==> src/rtl/mult_pkg.sv <==
// rtl/mult_pkg.sv - shared state encoding and sizing helper for the sequential multiplier
package mult_pkg;

    typedef enum logic [2:0] {
        IDLE,
        INIT,
        CALC,
        FIX,
        DONE
    } state_t;

    function automatic int clog2(input int value);
        int bits;
        bits = 0;
        while ((1 << bits) < value) begin
            bits = bits + 1;
        end
        return bits;
    endfunction

endpackage

==> src/rtl/seq_multiplier_dpath.sv <==
// rtl/seq_multiplier_dpath.sv - operand, accumulator and counter registers with shift-add and negate logic
module seq_multiplier_dpath
    import mult_pkg::*;
#(
    parameter int WIDTH = 4
) (
    input  logic               clk,
    input  logic               rst,
    input  logic               capture,
    input  logic               load,
    input  logic               step,
    input  logic               fix,
    input  logic               commit,
    input  logic               signed_mode,
    input  logic [WIDTH-1:0]   multiplier,
    input  logic [WIDTH-1:0]   multiplicand,
    output logic               last_step,
    output logic [2*WIDTH-1:0] product
);

    localparam int CW = clog2(WIDTH + 1);

    logic [WIDTH-1:0]   a_reg;
    logic [WIDTH-1:0]   b_reg;
    logic               mode_reg;
    logic               neg;
    logic [2*WIDTH-1:0] acc;
    logic [CW-1:0]      cnt;
    logic [WIDTH-1:0]   a_mag;
    logic [WIDTH-1:0]   b_mag;
    logic [WIDTH:0]     sum;

    // The magnitude of the most negative value still fits as an unsigned WIDTH-bit number.
    always_comb begin
        a_mag = (mode_reg && a_reg[WIDTH-1]) ? -a_reg : a_reg;
        b_mag = (mode_reg && b_reg[WIDTH-1]) ? -b_reg : b_reg;
    end

    assign sum       = {1'b0, acc[2*WIDTH-1:WIDTH]} + {1'b0, b_reg};
    assign last_step = (cnt == CW'(1));

    always_ff @(posedge clk) begin
        if (!rst) begin
            a_reg    <= '0;
            b_reg    <= '0;
            mode_reg <= 1'b0;
            neg      <= 1'b0;
            acc      <= '0;
            cnt      <= '0;
            product  <= '0;
        end else begin
            if (capture) begin
                a_reg    <= multiplier;
                b_reg    <= multiplicand;
                mode_reg <= signed_mode;
            end
            if (load) begin
                a_reg <= a_mag;
                b_reg <= b_mag;
                neg   <= mode_reg & (a_reg[WIDTH-1] ^ b_reg[WIDTH-1]);
                acc   <= '0;
                cnt   <= CW'(WIDTH);
            end
            // The carry out of the add becomes the new top bit after the right shift.
            if (step) begin
                if (a_reg[0]) begin
                    acc <= {sum, acc[WIDTH-1:1]};
                end else begin
                    acc <= {1'b0, acc[2*WIDTH-1:1]};
                end
                a_reg <= a_reg >> 1;
                cnt   <= cnt - CW'(1);
            end
            if (fix && neg) begin
                acc <= -acc;
            end
            if (commit) begin
                product <= acc;
            end
        end
    end

endmodule

==> src/rtl/seq_multiplier.sv <==
// rtl/seq_multiplier.sv - control FSM of the shift-add multiplier with busy/done status
module seq_multiplier
    import mult_pkg::*;
#(
    parameter int WIDTH = 4
) (
    input  logic               clk,
    input  logic               rst,
    input  logic               start,
    input  logic               signed_mode,
    input  logic [WIDTH-1:0]   multiplier,
    input  logic [WIDTH-1:0]   multiplicand,
    output logic               busy,
    output logic               done,
    output logic [2*WIDTH-1:0] product
);

    state_t state;
    logic   capture;
    logic   load;
    logic   step;
    logic   fix;
    logic   commit;
    logic   last_step;

    assign capture = (state == IDLE) && start;
    assign load    = (state == INIT);
    assign step    = (state == CALC);
    assign fix     = (state == FIX);
    assign commit  = (state == DONE);

    always_ff @(posedge clk) begin
        if (!rst) begin
            state <= IDLE;
            busy  <= 1'b0;
            done  <= 1'b0;
        end else begin
            done <= 1'b0;
            case (state)
                IDLE: begin
                    if (start) begin
                        state <= INIT;
                        busy  <= 1'b1;
                    end
                end
                INIT: state <= CALC;
                CALC: begin
                    if (last_step) begin
                        state <= FIX;
                    end
                end
                FIX:  state <= DONE;
                // done rises as the product register loads, so they are valid together.
                DONE: begin
                    state <= IDLE;
                    busy  <= 1'b0;
                    done  <= 1'b1;
                end
                default: begin
                    state <= IDLE;
                    busy  <= 1'b0;
                end
            endcase
        end
    end

    seq_multiplier_dpath #(
        .WIDTH(WIDTH)
    ) u_dpath (
        .clk         (clk),
        .rst         (rst),
        .capture     (capture),
        .load        (load),
        .step        (step),
        .fix         (fix),
        .commit      (commit),
        .signed_mode (signed_mode),
        .multiplier  (multiplier),
        .multiplicand(multiplicand),
        .last_step   (last_step),
        .product     (product)
    );

endmodule

==> config.mk <==
export PLATFORM = sky130hd
export DESIGN_NAME = seq_multiplier
export DESIGN_NICKNAME = d
export VERILOG_FILES = /design/src/rtl/mult_pkg.sv /design/src/rtl/seq_multiplier_dpath.sv /design/src/rtl/seq_multiplier.sv
export SDC_FILE = /design/constraint.sdc
export NUM_CORES = 1
export LEC_CHECK = 0
export ABC_AREA = 0
export BUFFER_PORTS_ARGS = -buffer_cell sky130_fd_sc_hd__buf_4
export CORE_ASPECT_RATIO = 0.5
export CORE_MARGIN = 4
export CORE_UTILIZATION = 57
export CTS_CLUSTER_DIAMETER = 50
export CTS_CLUSTER_SIZE = 28
export DETAILED_ROUTE_END_ITERATION = 6
export PLACE_DENSITY = 0.78
export SETUP_SLACK_MARGIN = 0.02
export SYNTH_ARGS = -nofsm -noshare
export SYNTH_HDL_FRONTEND = slang
export SYNTH_SLANG_ARGS = --single-unit
==> constraint.sdc <==
create_clock -name clk -period 2.04 [get_ports clk]
set_input_delay 0 -clock clk [delete_from_list [all_inputs] [get_ports clk]]
set_output_delay 0 -clock clk [all_outputs]
set_load 0.01 [all_outputs]
Word-level counts from Yosys, hierarchy flattened
Cells that the tools add are included.
- register bits after elaboration: 34
- bits in latches: 0
- bits in writable memories: 0
- memory bits (read-only): 0
- output and inout bits: 10
- word-level logic and storage cells: 65
- memories: 0
- add/sub/neg operators: 5
- $mul: 0
- divide/modulo/power cells: 0
- magnitude comparators: 0
- equal/unequal tests: 10
- shift operators: 0
- mux-type cells: 19
- bitwise logic cells: 4
- reduce and logical (&&, ||, !) cells: 16
- operators by type and width (kind ; number):
    $mux W8 ; 4
    $mux W4 ; 6
    $mux W3 ; 5
    $pmux W3 S4 ; 1
    $reduce_and A2 Y1 ; 5
    $neg A4 Y4 ; 2
    $neg A8 Y8 ; 1
    $eq A3 B1 Y1 const B ; 2
    $eq A3 B2 Y1 const B ; 2
    $ne A2 B1 Y1 const B ; 3
    $reduce_bool A3 Y1 ; 2
    $add A4 B4 Y5 ; 1
    $logic_and A1 B1 Y1 ; 4
    $reduce_bool A2 Y1 ; 2
    $eq A3 B3 Y1 const B ; 1
    $logic_not A3 Y1 ; 1
    $ne A3 B1 Y1 const B ; 1
    $reduce_or A3 Y1 ; 1
    $sub A3 B1 Y3 const B ; 1
    $mux W1 ; 2
    $ne A2 B2 Y1 const B ; 1
    $not A1 Y1 ; 2
    $pmux W1 S2 ; 1
    $reduce_or A2 Y1 ; 1
    other kinds (2) ; 2

Logic depth before layout (Yosys ltp)
Gate-level depths: netlist of the first run.
- word-level depth: 5
- mapped depth: 7
- gate-level depth less buffers: 7

Hierarchy
Synthesis of the first run repeated with hierarchy kept, for this count alone.
- cell total of the unflattened synthesis: 217
- area, all modules: 1911.8 sq um
- modules (own cells, without submodules) (module ; times used ; cells an instance ; area each (sq um) ; seq. area each (sq um)):
    seq_multiplier_dpath ; 1 ; 195 ; 1679.1 ; 580.6
    seq_multiplier ; 1 ; 22 ; 232.7 ; 100.1

Worst setup path before layout of the first run
No wires, ideal clock.
- kind: flip-flop to flip-flop
- start point: reg u_dpath.acc[4]
- end point: reg u_dpath.acc[5]
- arrival: 1526 ps
- data required time: 1925 ps
- path slack: 399 ps
- cell stages (with the launch flop): 8
- clock period less this slack: 1641 ps
- path through: dfxtp_1 -> ha_1 -> inv_1 -> fa_1 -> xnor2_1 -> mux2i_1 -> o32ai_1 -> o21a_1
- word-level cells in the longest chain between the ends: 4
- ends and longest elaborated chain (element ; RTL line ; RTL):
    start, declared ; seq_multiplier_dpath.sv:27 ; logic [2*WIDTH-1:0] acc;
    start signal, assigned ; seq_multiplier_dpath.sv:67 ; acc <= {sum, acc[WIDTH-1:1]};
    start signal, assigned ; seq_multiplier_dpath.sv:69 ; acc <= {1'b0, acc[2*WIDTH-1:1]};
    start signal, assigned ; seq_multiplier_dpath.sv:75 ; acc <= -acc;
    $add A4 B4 Y5 ; seq_multiplier_dpath.sv:39 ; assign sum = {1'b0, acc[2*WIDTH-1:WIDTH]} + {1'b0, b_reg};
    $mux W8 ; seq_multiplier_dpath.sv:66 ; if (a_reg[0]) begin
    $mux W8 ; seq_multiplier_dpath.sv:65 ; if (step) begin
    $mux W8 (*) ; seq_multiplier_dpath.sv:74 ; if (fix && neg) begin
Mark *: on every way between the ends. The rest lies on a longest branch, timed or not.
A chain may end at the register's enable or synchronous reset.

Worst setup path in the final report of the first run
Ends and elaborated chain as after synthesis.

==> metrics.yaml, run 1 <==
slew_headroom_pct: 60.40
critPathCaptureType: "register"
synthArstFlopShare_pct: 0
dpl.hpwl_mm: 3.016
required_ps: 2230
grt_pass1_wl_mm: 7.134
core_sq_um: 3083
drive_above_1_share_pct: 15.75
wl_per_cell_um: 13.97
hold_path.startpoint: "rst"
drc: 0
p_per_area_nw_per_um2: 679.1
syn_avg_cell_area_sq_um: 8.345
path_cells: "ha_1, inv_1, fa_1, xnor2_1, mux2i_1, o32ai_1, o21a_1"
hold_viol_final: 0
synth_area_sq_um: 1894
r2r-end: "u_dpath.acc[5]$_SDFFE_PN0P_"
hp-class: "in -> reg"
clk_latency_ps: 290
synth_area_leaders: "dfxtp_1 36%, ha_1 5.9%, a21oi_1 5.8%"
post_cts_buffers: 0
rows: 14
status: "finished, final reports clean"
reg_top3: "u_dpath.acc: 8 flops, u_dpath.product: 8 flops"
grt_max_degree: 17
start_util_pct: 61.44
path_delay_family: "adder cells"
cts_resized: 0
synth.top_cell.area_share_pct: 35.93
max_freq_mhz: 541.1
antennaDiodeCount: 0
ios: 22
r2r_start: "u_dpath.acc[4]$_SDFFE_PN0P_"
finalMaxSlewViolations: 0
die_y_um: 48.77
final-setup-viol-count: 0
clockBufferDepth: 2
drtIter0Drc: 96
path_clk_slew_ps: 70
synth_flop_cell: "dfxtp_1"
gr-total-overflow: 0
crit_fanout: 9
dieWidth_um: 89.53
antenna_found_initial: 0
r2r_slack_ps: 190
cp_num_buf_inv: 1
arrival_ps: 2040
place.gp.congestion: 0.8512
cts_tree: "done"
synth_nets: 249
finalNetCount: 275
total_leakage_power_nw: 0.8356
yosysSeqAreaShare_pct: 35.93
yosysTopAreaCell: "dfxtp_1"
fin_crit_ps: 1848
num_vias: 1706
grt_pass1_vias: 1585
cts_buffers: 5
min_to: "u_dpath.acc[3]$_SDFFE_PN0P_"
report.power.total_mw: 1.495
postLayoutCoreUtil_pct: 71.39
ant_nets: 0
worstSetupPathType: "reg -> reg"
synth_seq_cells: 34
ys_types: 52
via_per_inst: 5.803
io_buffers: 21
crit_path_max_incr_delay_ps: 480
vdd_ir_drop_max_mv: 0.4213
finClkSkew_ps: 5.133
finalSetupTns_ps: 0
fin_crit_sh_pct: 90.60
worst_slew_pin_slew_ps: 593.1
grt.total_usage_pct: 20.75
wl_mm: 4.108
maxCapViolations: 0
dr.pass1.iters: 4
slowest_stage: "dfxtp_1"
nFillCells: 248
final_common_cell: "dfxtp_1"
synth_cells: 227
layout_common_cells: "34 x dfxtp_1, 28 x nand2_1, 27 x buf_4"
ff2ff_path_depth: 7
rsz0062_at_grt: "false"
whs_path_depth: 2
startpoint_type: "register"
dieArea_sq_um: 4366
cts.sinks: 34
synth_edf_count: 0
cts_root_buffer: "clkbuf_8"
syn_to_final_growth_pct: 16.18
synth_warnings: 0
htree_levels: 2
==> area by class of cell <==
class	count	area, sq um	area share (%)
clock inverter	1	5.005	0.2274
inverter	16	60.06	2.729
tap	40	50.05	2.274
clock buffer	7	86.33	3.923
sequential	34	680.7	30.93
timing repair buffer	29	222.7	10.12
multi-input combinational	167	1096	49.80
==> kinds of logic (layout without fill, tap and decap cells) <==
| kind of cell | count (synthesis) | count (layout) | synth area share (%) |
|---|---|---|---|
| muxes | 5 | 5 | 2.642 |
| AOI/OAI and AO/OA | 61 | 61 | 21.14 |
| DFF | 34 | 34 | 35.93 |
| buffers and inverters | 26 | 53 | 6.208 |
| and+or+nand+nor | 87 | 87 | 25.23 |
| xor gates and xnor gates | 4 | 4 | 1.850 |
| adders and majority gates | 10 | 10 | 7.001 |
==> per-stage QoR <==
step | area (sq um) | worst slack, ps | hold WS [ps] | cells
finish | 2201 | 191.8 | 33.85 | 294
global route | 2201 | 98.98 | 22.73 | 294
CTS | 2201 | 208.5 | 22.97 | 294
detailed placement | 2090 | 230.5 | 239.1 | 284
global placement | 2090 | 327.5 | 230.3 | 284
floorplan | 1894 | 399.0 | 138.6 | 227
==> what timing repair did <==
item                                   CTS  global route
endpoints found under the hold margin    2             0
setup endpoints to repair                0             0
hold buffers                             2             0
==> worst max-delay path by stage <==
| stage | start | cells past startpoint | slack [ps] | to |
|---|---|---|---|---|
| after floorplan | u_dpath.acc[4]$_SDFFE_PN0P_ | 7 | 400 | u_dpath.acc[5]$_SDFFE_PN0P_ |
| after global placement | u_dpath.acc[4]$_SDFFE_PN0P_ | 7 | 330 | u_dpath.acc[5]$_SDFFE_PN0P_ |
| final | u_dpath.acc[4]$_SDFFE_PN0P_ | 7 | 190 | u_dpath.acc[5]$_SDFFE_PN0P_ |
| after CTS | u_dpath.acc[4]$_SDFFE_PN0P_ | 7 | 210 | u_dpath.acc[5]$_SDFFE_PN0P_ |
| after global routing | u_dpath.acc[2]$_SDFFE_PN0P_ | 4 | 100 | u_dpath.acc[7]$_SDFFE_PN0P_ |
| after detailed placement | u_dpath.acc[4]$_SDFFE_PN0P_ | 7 | 230 | u_dpath.acc[5]$_SDFFE_PN0P_ |
==> metal layers <==
metal  vias up  routed length [um]  global-route usage (%)
met1       798                1989                   28.22
met4         0                  28                   6.931
li1        856                   -                       -
met5         -                   0                       0
met2        48                1805                   31.54
met3         4                 285                   5.593
==> where the power goes <==
| part | internal [mW] | leakage [nW] | switching (mW) |
|---|---|---|---|
| combinational | 0.115 | 0.511 | 0.125 |
| clock | 0.272 | 0.0482 | 0.246 |
| sequential | 0.693 | 0.277 | 0.0431 |
| total | 1.08 | 0.836 | 0.414 |
==> Yosys cell counts, types with 2 or more instances <==
cell type and count:
dfxtp_1 34, nand2_1 28, a21oi_1 22, nor2_1 22, inv_1 15, ha_1 9, nor3_1 7, a211oi_1 6
clkbuf_1 5, mux2i_1 5, nor2b_1 5, o32ai_1 5, o21a_1 4, o21ai_0 4, a21boi_1 3, buf_4 3
nand3_1 3, o21ai_1 3, a22oi_1 2, a31oi_1 2, and2_1 2, and3_1 2, and3b_1 2, nand4b_1 2
o211ai_1 2, o2bb2ai_1 2, xnor2_1 2, xor2_1 2
(Power assumes the default switching activity.)
==> run 2: changes to the inputs <==
- CORE_MARGIN: 4 -> 3
==> run 2 against run 1 <==
  * Die area fell by 6.2%
  * Register-to-register slack is essentially flat
  * Clock power down 9.3%
  * Final area is 1.4% lower
  * Sequential share of layout area up 0.43 points
  * Total power fell by 3.6%
  * Non-clock buffer count shrank 2
  * Largest power group unchanged
  * Critical path depth unchanged
  * Critical endpoint unchanged
  * Cell count is 1.0% lower
  * Worst setup slack better by 8.0 ps
  * Wire length shrank 2.0%
==> metrics.yaml, run 2 (synthesis gave the netlist of run 1 again) <==
status: "finished, final reports clean"
ff2ff_path_depth: 7
postLayoutCoreUtil_pct: 70.41
total_leakage_power_nw: 0.8165
worstSetupPathType: "reg -> reg"
worst_slew_pin_slew_ps: 751.8
required_ps: 2220
dieWidth_um: 87.53
cts_resized: 0
num_vias: 1638
clk_latency_ps: 290
antenna_found_initial: 0
rsz0062_at_grt: "false"
grt_max_degree: 25
fin_crit_ps: 1840
cts_tree: "done"
place.gp.congestion: 0.8906
layout_setup_ws_ps: 199.8
startpoint_type: "register"
drive_above_1_share_pct: 14.34
die_y_um: 46.77
io_buffers: 21
core_sq_um: 3083
finalMaxSlewViolations: 0
max_freq_mhz: 543.4
via_per_inst: 5.629
dr.pass1.iters: 4
path_clk_slew_ps: 70
nFillCells: 261
report.power.total_mw: 1.441
finClkSkew_ps: 3.876
finalNetCount: 273
place_ws_ps: 221.3
finalSetupTns_ps: 0
cts_buffers: 5
postCtsHoldBufs: 2
drc: 0
rows: 14
htree_levels: 2
grt_pass1_vias: 1451
wl_per_cell_um: 13.84
drtIter0Drc: 31
met1_usage_pct: 27.97
post_cts_buffers: 0
grt_pass1_wl_mm: 6.520
arrival_ps: 2020
final_common_cell: "dfxtp_1"
critPathCaptureType: "register"
dpl.hpwl_mm: 2.954
fin_crit_sh_pct: 90.21
reg_top3: "u_dpath.acc: 8 flops, u_dpath.product: 8 flops"
dieArea_sq_um: 4093
p_per_area_nw_per_um2: 663.6
grt.total_usage_pct: 21.52
slew_headroom_pct: 49.82
cts.sinks: 34
clockBufferDepth: 2
busiest_layer: "met2"
wl_mm: 4.027
antennaDiodeCount: 0
ios: 22
whs_path_depth: 2
gr-total-overflow: 0
syn_to_final_growth_pct: 14.60
grt_use_met2_pct: 34.58
hold_viol_final: 0
start_util_pct: 61.44
holdWs_ps: 33.27
cts_root_buffer: "clkbuf_8"
crit_fanout: 9
hp-class: "in -> reg"
grt_util_met3_pct: 8.757
final-setup-viol-count: 0
ant_nets: 0
maxCapViolations: 0
layout_common_cells: "34 x dfxtp_1, 28 x nand2_1, 25 x buf_4"
vdd_ir_drop_max_mv: 0.4938
[run 2: final cells by class]
class,count,area [sq um],area share [%]
clock buffer,7,76.32,3.516
inverter,16,60.06,2.767
tap,40,50.05,2.305
multi-input combinational,167,1096,50.49
sequential,34,680.7,31.35
timing repair buffer,27,207.7,9.568
[run 2: path summary, 6_finish.rpt]
check                                  startpoint                         endpoint  slack (ps)
setup reg to reg      u_dpath.acc[4]$_SDFFE_PN0P_      u_dpath.acc[5]$_SDFFE_PN0P_         200
setup / recovery      u_dpath.acc[4]$_SDFFE_PN0P_      u_dpath.acc[5]$_SDFFE_PN0P_         200
hold reg to reg   u_dpath.product[4]$_SDFFE_PN0P_  u_dpath.product[4]$_SDFFE_PN0P_         460
hold / removal                                rst      u_dpath.acc[7]$_SDFFE_PN0P_          30
[run 2: metrics by stage]
stage | instances | instance area, sq um
after floorplan | 227 | 1894
after global placement | 282 | 2074
after detailed placement | 282 | 2074
after CTS | 291 | 2171
after global routing | 291 | 2171
final | 291 | 2171
[run 2: per-layer routing]
layer	vias to the layer above	share of wire [%]
met2	37	44
li1	849	-
met3	2	7.1
met5	-	0
met4	0	0.30
met1	750	49
[run 2: power by group]
part | total (mW) | internal (mW) | switching [mW]
Clock | 0.470 | 0.235 | 0.235
Sequential | 0.739 | 0.693 | 0.0458
Combinational | 0.231 | 0.112 | 0.119
[run 2: critical path, stage by stage (launching register included)]
cell and delay (ps):
dfxtp_1 470, ha_1 230, inv_1 60, fa_1 400, xnor2_1 150, mux2i_1 130, o32ai_1 100, o21a_1 190
==> run 3: changes to the inputs <==
- clock period: 2.04 -> 1.99 ns (I/O delays scaled with it)
==> run 3 against run 2 <==
  * Global-route usage is 0.66 points lower
  * Count of clock-buffer cells in the layout is 1 lower
  * First-iteration DRC count is 130% higher
  * Clock power is 7.2% higher
  * Register-to-register slack better by 40 ps
  * Critical endpoint unchanged
  * Largest cell class unchanged
  * Highest routed layer unchanged
==> metrics.yaml, run 3 (synthesis gave the netlist of run 1 again) <==
final_common_cell: "dfxtp_1"
min_to: "u_dpath.acc[7]$_SDFFE_PN0P_"
layout_setup_ws_ps: 235.7
syn_to_final_growth_pct: 16.58
finalNetCount: 277
path_cells: "ha_1, inv_1, fa_1, xnor2_1, mux2i_1, o32ai_1, o21a_1"
total_leakage_power_nw: 0.8429
path_delay_family: "adder cells"
worst_slew_pin_slew_ps: 583.6
place.gp.congestion: 0.8530
rows: 14
hp-class: "in -> reg"
finalSetupTns_ps: 0
r2r-end: "u_dpath.acc[5]$_SDFFE_PN0P_"
grt.total_usage_pct: 20.85
cts.sinks: 34
ff2ff_path_depth: 7
startpoint_type: "register"
arrival_ps: 1940
grt_pass1_wl_mm: 6.548
dpl.hpwl_mm: 2.940
wl_per_cell_um: 13.51
power_frac_comb_pct: 16.2
clockBufferDepth: 2
die_y_um: 46.77
place_ws_ps: 157.8
required_ps: 2170
crit_path_max_incr_delay_ps: 410
slowest_stage: "dfxtp_2"
wl_mm: 3.972
gr-total-overflow: 0
cts_root_buffer: "clkbuf_8"
fin_crit_sh_pct: 88.15
r2r_start: "u_dpath.acc[4]$_SDFFE_PN0P_"
drtIter0Drc: 70
clkPwrFrac_pct: 33.5
status: "finished, final reports clean"
p_per_area_nw_per_um2: 680.8
num_vias: 1684
ios: 22
path_clk_slew_ps: 70
reg_top3: "u_dpath.acc: 8 flops, u_dpath.product: 8 flops"
grt_max_degree: 14
critPathCaptureType: "register"
whs_path_depth: 2
finClkSkew_ps: 7.142
cts_tree: "done"
fin_crit_ps: 1754
max_freq_mhz: 570.0
core_sq_um: 3083
dieArea_sq_um: 4093
switching_share_pct: 27.09
clk_latency_ps: 290
start_util_pct: 61.44
dr.pass1.iters: 4
antennaDiodeCount: 0
rsz0062_at_grt: "false"
ant_nets: 0
pwr-share-seq_pct: 50.3
drc: 0
drive_above_1_share_pct: 16.54
hold_path.startpoint: "rst"
postLayoutCoreUtil_pct: 71.63
dieWidth_um: 87.53
worstSetupPathType: "reg -> reg"
layout_common_cells: "33 x dfxtp_1, 29 x buf_4, 28 x nand2_1"
cp_num_buf_inv: 1
grt_pass1_vias: 1426
final-setup-viol-count: 0
via_per_inst: 5.728
r2r_slack_ps: 240
antenna_found_initial: 0
cts_buffers: 5
crit_fanout: 9
maxCapViolations: 0
vdd_ir_drop_max_mv: 0.4268
io_buffers: 21
finalMaxSlewViolations: 0
hold_viol_final: 0
power.switching_mw: 0.4072
nFillCells: 258
slew_headroom_pct: 61.04
htree_levels: 2
intPower_mw: 1.096
==> run 3: changes by cell type in the layout (fill, tap and decap cells not counted), sizes merged <==
cell,delta
clkbuf,-1
buf,+4
==> run 3: timing repair <==
action,4_1_cts,5_1_grt
hold buffers,2,0
hold endpoints to repair,2,0
endpoints found under the setup margin,0,1
gates resized for setup,0,1
buffers inserted,0,0
==> run 3: power by group through the flow <==
| stage | registers [mW] | logic (mW) | clock network [mW] |
|---|---|---|---|
| final | 0.756 | 0.243 | 0.504 |
| after global routing | 0.762 | 0.274 | 0.547 |
| after CTS | 0.755 | 0.244 | 0.517 |
| after floorplan | 0.750 | 0.186 | 0 |
| after detailed placement | 0.770 | 0.238 | 0 |
| after global placement | 0.768 | 0.233 | 0 |
==> run 3: area by class of cell <==
cell class	count	area (sq um)	area share [%]
multi-input combinational	167	1096	49.63
clock buffer	6	82.58	3.739
sequential	34	681.9	30.88
inverter	16	60.06	2.720
tap	40	50.05	2.266
timing repair buffer	31	237.7	10.76
==> run 3: worst max path at each step <==
stage	from	end	slack, ps	cells past startpoint
after floorplan	u_dpath.acc[4]$_SDFFE_PN0P_	u_dpath.acc[5]$_SDFFE_PN0P_	350	7
after global placement	u_dpath.acc[4]$_SDFFE_PN0P_	u_dpath.acc[5]$_SDFFE_PN0P_	270	7
after detailed placement	u_dpath.acc[4]$_SDFFE_PN0P_	u_dpath.acc[5]$_SDFFE_PN0P_	160	7
after CTS	u_dpath.acc[4]$_SDFFE_PN0P_	u_dpath.acc[5]$_SDFFE_PN0P_	130	7
after global routing	u_dpath.acc[1]$_SDFFE_PN0P_	u_dpath.acc[7]$_SDFFE_PN0P_	80	4
final	u_dpath.acc[4]$_SDFFE_PN0P_	u_dpath.acc[5]$_SDFFE_PN0P_	240	7
==> run 3: metal layers <==
metal | vias up | global-route usage [%] | routed length [um]
met3 | 2 | 5.254 | 253
met5 | - | 0 | 0
met4 | 0 | 5.505 | 19
met1 | 779 | 29.63 | 1959
li1 | 857 | - | -
met2 | 46 | 32.04 | 1739
==> run 3: worst reg2reg max path, delay by kind of cell, from the launching register on <==
kind            cells  cell delay [ps]
compound gates      2              300
xor+xnor            1              150
fa+ha+maj           2              600
buf+inv             1               60
flops               1              410
mux                 1              140
==> run 3: through the flow <==
stage	hold slack [ps]	power (mW)	instance area (sq um)	std cells
6_report	29.31	1.503	2208	294
5_1_grt	36.78	1.584	2208	294
4_1_cts	20.37	1.516	2207	294
3_5_place_dp	254.2	1.009	2105	286
3_3_place_gp	228.5	1.001	2105	286
2_1_floorplan	138.6	0.9365	1894	227
